===== src/rtl/pc_select_freg.sv =====
// Fetch-side PC selection and F pipeline register for the pipelined Y86-64 core.
// A run/halt/error state machine freezes the front end after a non-AOK write-back status.
module pc_select_freg #(
  parameter logic [63:0] RESET_PC = 64'd64,
  parameter int          CNT_W    = 32
) (
  input  logic             clk,
  input  logic             reset,
  input  logic             F_stall,
  input  logic [3:0]       f_icode,
  input  logic [63:0]      f_valC,
  input  logic [63:0]      f_valP,
  input  logic [3:0]       M_icode,
  input  logic             M_cnd,
  input  logic [63:0]      M_valA,
  input  logic [3:0]       W_icode,
  input  logic [63:0]      W_valM,
  input  logic [1:0]       W_stat,
  output logic [63:0]      f_pc,
  output logic [63:0]      F_predPC,
  output logic [1:0]       pc_src,
  output logic             halted,
  output logic             error,
  output logic [CNT_W-1:0] fetch_count
);

  localparam logic [3:0] I_JXX  = 4'd7;
  localparam logic [3:0] I_CALL = 4'd8;
  localparam logic [3:0] I_RET  = 4'd9;

  localparam logic [1:0] ST_AOK = 2'd0;
  localparam logic [1:0] ST_HLT = 2'd1;

  typedef enum logic [1:0] {
    S_RUN  = 2'd0,
    S_HALT = 2'd1,
    S_ERR  = 2'd2
  } state_t;

  state_t          state, state_nxt;
  logic [63:0]     pred;
  logic            mispredict;
  logic            load;

  // Counter sticks at all-ones instead of wrapping.
  function automatic logic [CNT_W-1:0] sat_inc(input logic [CNT_W-1:0] c);
    if (&c) return c;
    return c + {{(CNT_W-1){1'b0}}, 1'b1};
  endfunction

  always_comb begin
    state_nxt = state;
    if (state == S_RUN) begin
      if (W_stat == ST_HLT)      state_nxt = S_HALT;
      else if (W_stat != ST_AOK) state_nxt = S_ERR;
    end
  end

  always_comb begin
    pred = f_valP;
    if (f_icode == I_JXX || f_icode == I_CALL) pred = f_valC;
  end

  assign mispredict = (M_icode == I_JXX) && !M_cnd;

  always_comb begin
    f_pc   = F_predPC;
    pc_src = 2'd0;
    if (state != S_RUN) begin
      pc_src = 2'd3;
    end else if (mispredict) begin
      f_pc   = M_valA;
      pc_src = 2'd1;
    end else if (W_icode == I_RET) begin
      f_pc   = W_valM;
      pc_src = 2'd2;
    end
  end

  // A non-AOK status blocks the load in the same cycle it is seen.
  assign load = (state == S_RUN) && !F_stall && (W_stat == ST_AOK);

  always_ff @(posedge clk) begin
    if (reset) begin
      state       <= S_RUN;
      halted      <= 1'b0;
      error       <= 1'b0;
      F_predPC    <= RESET_PC;
      fetch_count <= '0;
    end else begin
      state  <= state_nxt;
      halted <= (state_nxt == S_HALT);
      error  <= (state_nxt == S_ERR);
      if (load) begin
        F_predPC    <= pred;
        fetch_count <= sat_inc(fetch_count);
      end
    end
  end

endmodule

===== config.mk =====
export PLATFORM = sky130hd
export DESIGN_NAME = pc_select_freg
export DESIGN_NICKNAME = d
export VERILOG_FILES = /design/src/rtl/pc_select_freg.sv
export SDC_FILE = /design/constraint.sdc
export NUM_CORES = 1
export LEC_CHECK = 0
export BUFFER_PORTS_ARGS = -buffer_cell sky130_fd_sc_hd__buf_2
export CAP_MARGIN = 10
export CORE_AREA = 2 2 168 170
export CTS_CLUSTER_DIAMETER = 30
export DETAILED_ROUTE_END_ITERATION = 6
export DIE_AREA = 0 0 170 172
export GPL_TIMING_DRIVEN = 0
export PLACE_DENSITY_LB_ADDON = 0.08
export SYNTH_ARGS = -nofsm -noshare
export SYNTH_HDL_FRONTEND = slang
export SYNTH_SLANG_ARGS = --single-unit

===== constraint.sdc =====
create_clock -name clk -period 2.7 [get_ports clk]
set_input_delay 0.135 -clock clk [delete_from_list [all_inputs] [get_ports clk]]
set_output_delay 0.135 -clock clk [all_outputs]
set_load 0.03 [all_outputs]

==> impl_metrics.tcl <==
set metrics [dict create \
    outcome "finished, final reports clean" \
    synth_nets 1005 \
    firstDrtPassIters 4 \
    max_freq_mhz 392 \
    grtUsageMet1_pct 25.8 \
    synth_seq_area_share_pct 35.4 \
    drv_cap 0 \
    clock-sinks 100 \
    yosysWarnings 0 \
    cts.path.max_buffers 2 \
    drc 0 \
    grt_pass1_wl_um 44300 \
    grt_pass1_vias 7051 \
    drive_gt1_share_pct 40.0 \
    p_clk_share_pct 36.1 \
    fin_worst_skew_ps 15.1 \
    rows 61 \
    use_met2_pct 35.6 \
    cts_tree "built" \
    die_area_mm2 0.0292 \
    cts_root_buf "clkbuf_16" \
    finalHoldViolCount 0 \
    die_h_um 172 \
    start_util_pct 20.6 \
    grt_max_degree 18 \
    die_x_um 170 \
    slew-limit-headroom_pct 32.2 \
    clkTransAtPathRegs_ps 70 \
    place_ws_ps -481 \
    dp_cells 1513 \
    grt_overflow 0 \
    timing.hold.ws_ps 75.9 \
    end_kind "register" \
    peakVddDrop_v 0.000271 \
    yosysUniqueCellTypes 38 \
    cts_hold_buf 0 \
    fin_crit_sh_pct 94.4 \
    port-buffer-count 437 \
    worst_setup_path_start_kind "register" \
    hpwl_um 25400 \
    syn_avg_cell_area_um2 7.74 \
    viasPerCell 4.77 \
    layout.cells.non_filler 1533 \
    cp_slowest_stage_delay_ps 660 \
    antenna_left 0 \
    numCtsBuffers 9 \
    htree_levels 3 \
    finalWeightedCongestion 0.802 \
    hp-class "primary input to register" \
    seqPwrFrac_pct 38.6 \
    drt_iter0_drc 355 \
    grtUsageTotal_pct 20.4 \
    switching_power_w 0.00134 \
    period_minus_slack_ps 2550 \
    p_per_area_mw_per_mm2 471 \
    syn_inst 730 \
    p_sw_share_pct 32.8 \
    area_growth_pct 53.5 \
    setup_tns_ps 0 \
    timing.final.ws_setup_ps 152 \
    cp.required_ps 2980 \
    busiest_layer "met2" \
    routedWlPerCell_um 20.3 \
    combPwrFrac_pct 25.4 \
    setup_viol 0 \
    cp_max_fo 10 \
    critPathKind "register to register" \
    synth_seq_cells 100 \
    nNetsFinal 1454 \
    clk_latency_ps 360 \
    ys.flop_type "dfxtp_1" \
    power_leakage_nw 4.27 \
    worstMarginPinSlew_ps 1020 \
    io_pins 438 \
    fin_util_pct 31.6 \
    use_met3_pct 3.91 \
    antenna_found_initial 3 \
    drv_slew 0 \
    worstPathArrival_ps 2820 \
    syn_area_mm2 0.00565 \
    coreArea_mm2 0.0275 \
    internal_power_w 0.00274 \
    wl_um 31100 \
    worstPathCellList "and4_1 > clkbuf_1 > nand2_1 > o41ai_4 > clkbuf_2 > o21ai_0 > a21oi_1" \
    async_reset_ff_share_pct 0 \
    vias 7317 \
    synth_edf_count 0 \
    slowest_stage "o41ai_4" \
]
[cell type report]
class	instances	area [um2]
clock buffer	10	239
multi-input combinational	561	3420
buffer	66	260
clock inverter	6	93.8
fill	3066	18800
timing repair buffer	439	2210
tap	346	433
antenna	3	7.51
inverter	2	7.51
sequential	100	2000
[kinds of logic (layout without fill, tap and decap cells)]
group	Yosys count	in the layout	synth area share, %
AO/OA/AOI/OAI	248	248	27.0
AND/OR/NAND/NOR	240	240	20.1
flip-flops	100	100	35.4
buffers and inverters	69	523	4.65
multiplexers	66	66	11.7
XOR/XNOR	6	6	0.930
adder cells (fa/ha/maj)	1	1	0.221
other	0	3	0
[power by group through the flow]
stage	clock, W	combinational [W]	sequential (W)
finish	0.00147	0.00104	0.00158
global route	0.00158	0.00112	0.00158
detailed placement	0	0.00104	0.00161
CTS	0.00152	0.00105	0.00158
floorplan	0	0.000473	0.00169
global placement	0	0.00104	0.00161
[layer usage]
layer	wire length, um	vias up
met4	433	2
met3	1600	21
met1	13300	3418
met5	7	-
met2	15800	250
li1	-	3626
[path summary, 6_finish.rpt]
kind	from	endpoint	slack [ps]	cells after the start
min reg2reg	fetch_count[4]$_SDFFE_PP0P_	fetch_count[4]$_SDFFE_PP0P_	500	2
max	fetch_count[16]$_SDFFE_PP0P_	fetch_count[21]$_SDFFE_PP0P_	150	7
min	W_stat[1]	state[1]$_SDFF_PP0_	80	3
max reg2reg	fetch_count[16]$_SDFFE_PP0P_	fetch_count[21]$_SDFFE_PP0P_	150	7
[sequential cells by signal, indices dropped and copies added, names as in the netlist]
name and flops:
F_predPC 64, state 2, error 1, halted 1, fetch_count 32
[repair_timing]
action / 4_1_cts / 5_1_grt
setup endpoints to repair: 111 / 34
gates resized for setup: 9 / 5
buffers inserted: 0 / 2
pin swaps: 0 / 1
[worst max-delay path, delay by kind of cell, from the launching register on]
| kind | cells | cell delay, ps |
|---|---|---|
| DFF | 1 | 480 |
| buffers and inverters | 2 | 650 |
| AOI/OAI and AO/OA | 3 | 930 |
| and+or+nand+nor | 2 | 400 |
[metrics by stage]
step | total power, W | cell area (um2)
floorplan | 0.00216 | 5650
global placement | 0.00265 | 8270
detailed placement | 0.00265 | 8280
CTS | 0.00415 | 8640
global route | 0.00428 | 8680
finish | 0.00408 | 8680
[Yosys cell counts, types with 10 or more instances]
cell | count | area (um2)
nor2_1 | 142 | 533
dfxtp_1 | 100 | 2000
a21oi_1 | 89 | 445
mux2i_1 | 66 | 661
o22ai_1 | 64 | 400
a211oi_1 | 63 | 473
clkbuf_1 | 59 | 221
o21ai_0 | 18 | 90.1
or3_1 | 18 | 113
nand2_1 | 17 | 63.8
nand3_1 | 13 | 65.1
nand4_1 | 10 | 62.6
[placed cells by master (no fill, tap or decap), types with 6 or more instances in the layout]
cell type | netlist | final
o21ai_0 | 18 | 18
or3_1 | 18 | 18
or4_1 | 6 | 6
nand2_1 | 17 | 16
buf_2 | 3 | 440
nand4_1 | 10 | 10
dfxtp_1 | 100 | 100
o22ai_1 | 64 | 64
clkbuf_2 | 0 | 7
a211oi_1 | 63 | 63
a21oi_1 | 89 | 89
mux2i_1 | 66 | 66
and3_1 | 6 | 6
clkbuf_1 | 59 | 51
nor2_1 | 142 | 141
clkbuf_16 | 0 | 9
nand3_1 | 13 | 13
Power figures use the tool's default switching activity.
